$ cat src/rtl/cpu_bus_bridge_if.sv
`default_nettype none
// ============================================================================
// Module : cpu_bus_bridge_if
// System-side request/acknowledge bus driven by cpu_bus_bridge.
// Rev    : 1.0
// ============================================================================
interface cpu_bus_bridge_if #(
  parameter int AW = 16,
  parameter int DW = 8
);
  logic [AW-1:0] o_addr;
  logic [DW-1:0] o_dat;
  logic          o_we;
  logic          o_stb;
  logic [DW-1:0] i_dat;
  logic          i_ack;
  logic          i_active;

  // Signal names follow the bridge's point of view.
  modport master (
    output o_addr, o_dat, o_we, o_stb,
    input  i_dat, i_ack, i_active
  );

  modport slave (
    input  o_addr, o_dat, o_we, o_stb,
    output i_dat, i_ack, i_active
  );
endinterface
`default_nettype wire

$ cat src/rtl/cpu_bus_bridge.sv
`default_nettype none
// ============================================================================
// Module : cpu_bus_bridge
// 6502 combinational bus to strobe/ack system bus bridge with IRQ/NMI
// synchronisers. Optional ack timeout enabled by macro CPU_BUS_TIMEOUT_EN.
// Rev    : 1.0
// ============================================================================
module cpu_bus_bridge #(
  parameter int AW          = 16,
  parameter int DW          = 8,
  parameter int SYNC_STAGES = 2,
  parameter int TIMEOUT     = 255
) (
  input  logic             i_clk,
  input  logic             i_reset,
  input  logic [AW-1:0]    i_cpu_addr,
  input  logic [DW-1:0]    i_cpu_dat,
  input  logic             i_cpu_we,
  output logic [DW-1:0]    o_cpu_dat,
  output logic             o_cpu_rdy,
  output logic             o_cpu_irq,
  output logic             o_cpu_nmi,
  input  logic             i_int,
  input  logic             i_nmi,
  cpu_bus_bridge_if.master bus,
  output logic             o_bus_err
);

  if (SYNC_STAGES < 2 || TIMEOUT < 1) begin : g_param_check
    $error("cpu_bus_bridge: SYNC_STAGES must be >= 2 and TIMEOUT >= 1");
  end

  typedef enum logic [1:0] {
    S_IDLE = 2'd0,
    S_WAIT = 2'd1,
    S_DONE = 2'd2
  } state_t;

  state_t                 state_q, state_d;
  logic [AW-1:0]          addr_q, addr_d;
  logic [DW-1:0]          dat_q, dat_d;
  logic                   we_q, we_d;
  logic                   stb_q, stb_d;
  logic [DW-1:0]          cpu_dat_q, cpu_dat_d;
  logic [SYNC_STAGES-1:0] irq_sync_q, irq_sync_d;
  logic [SYNC_STAGES-1:0] nmi_sync_q, nmi_sync_d;

`ifdef CPU_BUS_TIMEOUT_EN
  localparam int CW = $clog2(TIMEOUT + 1);
  // Fire on the edge where the count would step to TIMEOUT.
  localparam logic [CW-1:0] TO_LAST = CW'(TIMEOUT - 1);

  logic [CW-1:0] cnt_q, cnt_d;
  logic          err_q, err_d;
`endif

  always_comb begin
    state_d    = state_q;
    addr_d     = addr_q;
    dat_d      = dat_q;
    we_d       = we_q;
    stb_d      = stb_q;
    cpu_dat_d  = cpu_dat_q;
    irq_sync_d = {irq_sync_q[SYNC_STAGES-2:0], i_int};
    nmi_sync_d = {nmi_sync_q[SYNC_STAGES-2:0], i_nmi};
`ifdef CPU_BUS_TIMEOUT_EN
    cnt_d      = cnt_q;
    err_d      = err_q;
`endif
    case (state_q)
      S_IDLE: begin
        addr_d  = i_cpu_addr;
        dat_d   = i_cpu_dat;
        we_d    = i_cpu_we;
        stb_d   = 1'b1;
        state_d = S_WAIT;
`ifdef CPU_BUS_TIMEOUT_EN
        cnt_d   = '0;
`endif
      end
      S_WAIT: begin
        if (bus.i_ack && bus.i_active) begin
          if (!we_q) cpu_dat_d = bus.i_dat;
          stb_d   = 1'b0;
          we_d    = 1'b0;
          state_d = S_DONE;
        end
`ifdef CPU_BUS_TIMEOUT_EN
        else if (cnt_q == TO_LAST) begin
          if (!we_q) cpu_dat_d = '1;
          stb_d   = 1'b0;
          we_d    = 1'b0;
          err_d   = 1'b1;
          state_d = S_DONE;
        end else begin
          cnt_d = cnt_q + CW'(1);
        end
`endif
      end
      S_DONE:  state_d = S_IDLE;
      default: state_d = S_IDLE;
    endcase
  end

  always_ff @(posedge i_clk or posedge i_reset) begin
    if (i_reset) begin
      state_q    <= S_IDLE;
      addr_q     <= '0;
      dat_q      <= '0;
      we_q       <= 1'b0;
      stb_q      <= 1'b0;
      cpu_dat_q  <= '0;
      irq_sync_q <= '0;
      nmi_sync_q <= '0;
`ifdef CPU_BUS_TIMEOUT_EN
      cnt_q      <= '0;
      err_q      <= 1'b0;
`endif
    end else begin
      state_q    <= state_d;
      addr_q     <= addr_d;
      dat_q      <= dat_d;
      we_q       <= we_d;
      stb_q      <= stb_d;
      cpu_dat_q  <= cpu_dat_d;
      irq_sync_q <= irq_sync_d;
      nmi_sync_q <= nmi_sync_d;
`ifdef CPU_BUS_TIMEOUT_EN
      cnt_q      <= cnt_d;
      err_q      <= err_d;
`endif
    end
  end

  // RDY decodes registered state only, so i_ack never reaches the core combinationally.
  assign o_cpu_rdy  = (state_q == S_DONE);
  assign o_cpu_dat  = cpu_dat_q;
  assign o_cpu_irq  = irq_sync_q[SYNC_STAGES-1];
  assign o_cpu_nmi  = nmi_sync_q[SYNC_STAGES-1];
  assign bus.o_addr = addr_q;
  assign bus.o_dat  = dat_q;
  assign bus.o_we   = we_q;
  assign bus.o_stb  = stb_q;

`ifdef CPU_BUS_TIMEOUT_EN
  assign o_bus_err  = err_q;
`else
  assign o_bus_err  = 1'b0;
`endif

endmodule
`default_nettype wire

$ cat src/flat_wrapper.sv
// flat-port wrapper written by rule: the top's interface ports become plain ports
module cpu_bus_bridge_flat 
#(
  parameter int AW          = 16,
  parameter int DW          = 8,
  parameter int SYNC_STAGES = 2,
  parameter int TIMEOUT     = 255
)
  (i_clk, i_reset, i_cpu_addr, i_cpu_dat, i_cpu_we, o_cpu_dat, o_cpu_rdy, o_cpu_irq, o_cpu_nmi, i_int, i_nmi, o_bus_err, bus_o_addr, bus_o_dat, bus_o_we, bus_o_stb, bus_i_dat, bus_i_ack, bus_i_active);
  cpu_bus_bridge_if #(.AW(AW), .DW(DW)) bus_i ();
  input  logic i_clk;
  input  logic i_reset;
  input  logic [AW-1:0] i_cpu_addr;
  input  logic [DW-1:0] i_cpu_dat;
  input  logic i_cpu_we;
  output logic [DW-1:0] o_cpu_dat;
  output logic o_cpu_rdy;
  output logic o_cpu_irq;
  output logic o_cpu_nmi;
  input  logic i_int;
  input  logic i_nmi;
  output logic o_bus_err;
  output wire logic [$bits(bus_i.o_addr)-1:0] bus_o_addr;
  output wire logic [$bits(bus_i.o_dat)-1:0] bus_o_dat;
  output wire logic [$bits(bus_i.o_we)-1:0] bus_o_we;
  output wire logic [$bits(bus_i.o_stb)-1:0] bus_o_stb;
  input wire logic [$bits(bus_i.i_dat)-1:0] bus_i_dat;
  input wire logic [$bits(bus_i.i_ack)-1:0] bus_i_ack;
  input wire logic [$bits(bus_i.i_active)-1:0] bus_i_active;
  assign bus_o_addr = bus_i.o_addr;
  assign bus_o_dat = bus_i.o_dat;
  assign bus_o_we = bus_i.o_we;
  assign bus_o_stb = bus_i.o_stb;
  assign bus_i.i_dat = bus_i_dat;
  assign bus_i.i_ack = bus_i_ack;
  assign bus_i.i_active = bus_i_active;
  cpu_bus_bridge #(.AW(AW), .DW(DW), .SYNC_STAGES(SYNC_STAGES), .TIMEOUT(TIMEOUT)) u_core (.i_clk(i_clk), .i_reset(i_reset), .i_cpu_addr(i_cpu_addr), .i_cpu_dat(i_cpu_dat), .i_cpu_we(i_cpu_we), .o_cpu_dat(o_cpu_dat), .o_cpu_rdy(o_cpu_rdy), .o_cpu_irq(o_cpu_irq), .o_cpu_nmi(o_cpu_nmi), .i_int(i_int), .i_nmi(i_nmi), .bus(bus_i), .o_bus_err(o_bus_err));
endmodule
$ cat config.mk
export PLATFORM = sky130hd
export DESIGN_NAME = cpu_bus_bridge_flat
export DESIGN_NICKNAME = d
export VERILOG_FILES = /design/src/rtl/cpu_bus_bridge_if.sv /design/src/rtl/cpu_bus_bridge.sv /design/src/flat_wrapper.sv
export SDC_FILE = /design/constraint.sdc
export NUM_CORES = 1
export LEC_CHECK = 0
export BUFFER_PORTS_ARGS = -buffer_cell sky130_fd_sc_hd__buf_2
export CORE_MARGIN = 4
export CORE_UTILIZATION = 33
export CTS_BUF_LIST = sky130_fd_sc_hd__clkbuf_16
export DETAILED_ROUTE_END_ITERATION = 10
export GPL_ROUTABILITY_DRIVEN = 1
export GPL_TIMING_DRIVEN = 0
export PLACE_DENSITY = 0.69
export SYNTH_ARGS = -nofsm -noshare
export SYNTH_HDL_FRONTEND = slang
export SYNTH_SLANG_ARGS = --single-unit
$ cat constraint.sdc
create_clock -name i_clk -period 4.19 [get_ports i_clk]
set_input_delay 0.838 -clock i_clk [delete_from_list [all_inputs] [get_ports i_clk]]
set_output_delay 0.838 -clock i_clk [all_outputs]
set_load 0.02 [all_outputs]
==> impl_metrics.py <==
metrics = {
    "layout": {
        "final-instance-count-excl-fill": 224,
        "synthToLayoutAreaGrowth_pct": 40.74,
        "nets": 210,
        "diodes": 0,
        "multi_input_area_sq_um": 459.2,
        "final_layout_size_suffix_gt1_share_pct": 70.93,
        "fill_cells": 393,
        "seqCellArea_sq_um": 1001,
        "fin_area_sq_um": 2101,
        "final_util_pct": 48.25,
    },
    "power_and_ir_drop": {
        "power.total_mw": 1.322,
        "swShare_pct": 29.74,
        "vdd_drop_max_uv": 257.2,
        "clock_power_share_pct": 32.0,
        "internal-power_mw": 0.9287,
        "switchingPower_mw": 0.3931,
        "comb_power_share_pct": 28.3,
        "p_leak_nw": 1.065,
        "power_density_nw_per_um2": 629.2,
        "p_seq_share_pct": 39.6,
    },
    "cts": {
        "numCtsBuffers": 5,
        "clk_latency_ps": 280,
        "clkSlewWorstSetupHoldPaths_ps": 60,
        "cts_tree": "built",
        "clock_sinks": 40,
        "cts_root_buf": "clkbuf_16",
        "hold_buffers": 0,
        "cts_setup_buffers": 0,
        "post_cts_resized": 0,
        "clk_path_buf_depth": 2,
        "cts_max_level": 2,
    },
    "placement": {
        "post_dp_cell_area_sq_um": 1933,
        "dp_slack_ps": 2244,
        "routabilityCongestion": 0.6360,
        "dp.cells": 216,
        "dp_hpwl_um": 2198,
        "io_buffers": 75,
    },
    "job": {
        "cap_violations": 0,
    },
    "floorplan": {
        "dieArea_sq_um": 5663,
        "row_count": 24,
        "core_area_sq_um": 4354,
        "die_h_um": 75.26,
        "die_w_um": 75.26,
        "boundaryPins": 77,
        "start_util_pct": 34.28,
    },
    "timing": {
        "hold_viol": 0,
        "finClkSkew_ps": 6.591,
        "min_period_over_period_pct": 45.83,
        "clock.fmax_ghz": 0.5207,
        "slew_viol_final": 0,
        "tns_ps": 0,
        "timing.final.ws_setup_ps": 2270,
        "whs_ps": 353.2,
        "period_needed_ps": 1920,
        "finalSetupViolations": 0,
        "timing.slew.headroom_pct": 45.98,
        "rsz0062_at_grt": "false",
        "tightest_slew_ps": 809.2,
    },
    "hold_path": {
        "min_path_type": "reg2reg",
    },
    "setup_path": {
        "startpoint_type": "flip-flop",
        "arrival_ps": 1080,
        "path_max_fanout": 8,
        "end_kind": "output pin",
        "critPathKind": "reg2out",
        "cp_data_required_time_ps": 3350,
    },
    "detailed_routing": {
        "antenna_left": 0,
        "route.detailed.drc": 0,
        "vias_per_cell": 4.388,
        "vias": 983,
        "drt_wl_total_um": 2977,
        "drt_iter0_drc": 27,
        "post_drt_wl_per_cell_um": 13.29,
        "first_pass_iters": 4,
    },
    "synth": {
        "synth_seq_cells": 40,
        "ys_seq_area_share_pct": 67.06,
        "yosysWarningCount": 0,
        "ys_types": 16,
        "async_flop_share_pct": 100.0,
        "synth_nets": 128,
        "syn_inst": 89,
        "synth_flop_cell": "dfrtp_1",
        "synth-edff-count": 0,
        "avgSynthCellArea_sq_um": 16.77,
        "synth_area_sq_um": 1493,
    },
    "grt": {
        "grt_usage_pct": 10.46,
        "antenna_found_initial": 0,
        "grt_remaining_overflow": 0,
        "grt_pass1_vias": 931,
        "grt_pass1_wl_um": 4340,
        "grt_max_degree": 41,
    },
    "status": {
        "status": "complete, no violations",
    },
}
==> synthesized netlist by cell type (2+ instances only) <==
cell | number | share of area, %
mux2_2 | 24 | 18
mux2_4 | 8 | 8.0
buf_2 | 2 | 0.67
o21ai_0 | 4 | 1.3
dfrtp_1 | 40 | 67
==> flip-flops by register name, summed over array words and instances, names as in the netlist <==
| signal | flops |
|---|---|
| u_core.irq_sync_q | 2 |
| u_core.state_q | 2 |
| u_core.bus.o_addr | 16 |
| u_core.bus.o_stb | 1 |
| u_core.bus.o_we | 1 |
| u_core.bus.o_dat | 8 |
| u_core.o_cpu_dat | 8 |
| u_core.nmi_sync_q | 2 |
==> per-layer routing <==
metal  GRT usage (%)  vias up  routed length (um)
li1                -      468                   -
met1           13.12      464                1191
met2           15.57       46                1365
met3           5.073        5                 386
met4           4.078        0                  34
met5               0        -                   0
==> layout make-up <==
type                       instances  area share [%]
clock buffer                       5           5.956
multi-input combinational         44           21.86
timing repair buffer              75           17.87
buffer                             4           1.370
clock inverter                     3           2.025
tap                               52           3.097
sequential                        40           47.65
inverter                           1          0.1787
==> layout by cell type, fill, tap and decap left out <==
master     synthesis  routed
a31oi_1            1       1
and2b_2            1       1
buf_2              2      77
buf_4              1       1
buf_6              1       1
bufinv_16          0       1
clkbuf_16          0       5
clkinv_1           0       1
clkinv_4           0       1
conb_1             1       1
dfrtp_1           40      40
inv_2              0       1
mux2_2            24      24
mux2_4             8       8
nand2_1            1       1
nand3_2            1       1
nor2_1             1       1
nor2_2             1       1
o21ai_0            4       4
or3_1              1       1
==> critical path, stage by stage, from the launching register on <==
cell     delay (ps)
dfrtp_1         440
and2b_2         210
buf_2           150
==> path summary, 6_finish.rpt <==
path / to / slack, ps / start / cells past startpoint
worst min register to register: u_core.nmi_sync_q[1] / 350 / u_core.nmi_sync_q[0] / 0
worst max register to register: u_core.bus.o_addr[7] / 2570 / u_core.state_q[0] / 3
max in group asynchronous: u_core.bus.o_addr[3] / 2960 / i_reset / 2
worst max-delay path: o_cpu_rdy / 2270 / u_core.state_q[1] / 2
worst min-delay path: u_core.nmi_sync_q[1] / 350 / u_core.nmi_sync_q[0] / 0
min in group asynchronous: u_core.bus.o_addr[12] / 710 / i_reset / 2
==> kinds of logic after synthesis <==
logic type / count (synthesis) / synth area share (%)
AO/OA/AOI/OAI: 5 / 1.761
buffers and inverters: 5 / 2.179
flip-flops: 40 / 67.06
multiplexers: 32 / 26.15
other: 1 / 0.2512
AND/OR/NAND/NOR: 6 / 2.599
==> power by group through the flow <==
| stage | Combinational, mW | Clock, mW | Sequential, mW |
|---|---|---|---|
| final | 0.375 | 0.423 | 0.524 |
| after global routing | 0.400 | 0.450 | 0.537 |
| after CTS | 0.382 | 0.433 | 0.525 |
| after detailed placement | 0.380 | 0 | 0.532 |
| after global placement | 0.375 | 0 | 0.529 |
| after floorplan | 0.126 | 0 | 0.650 |
No activity file was read; power rests on OpenSTA's default activity.
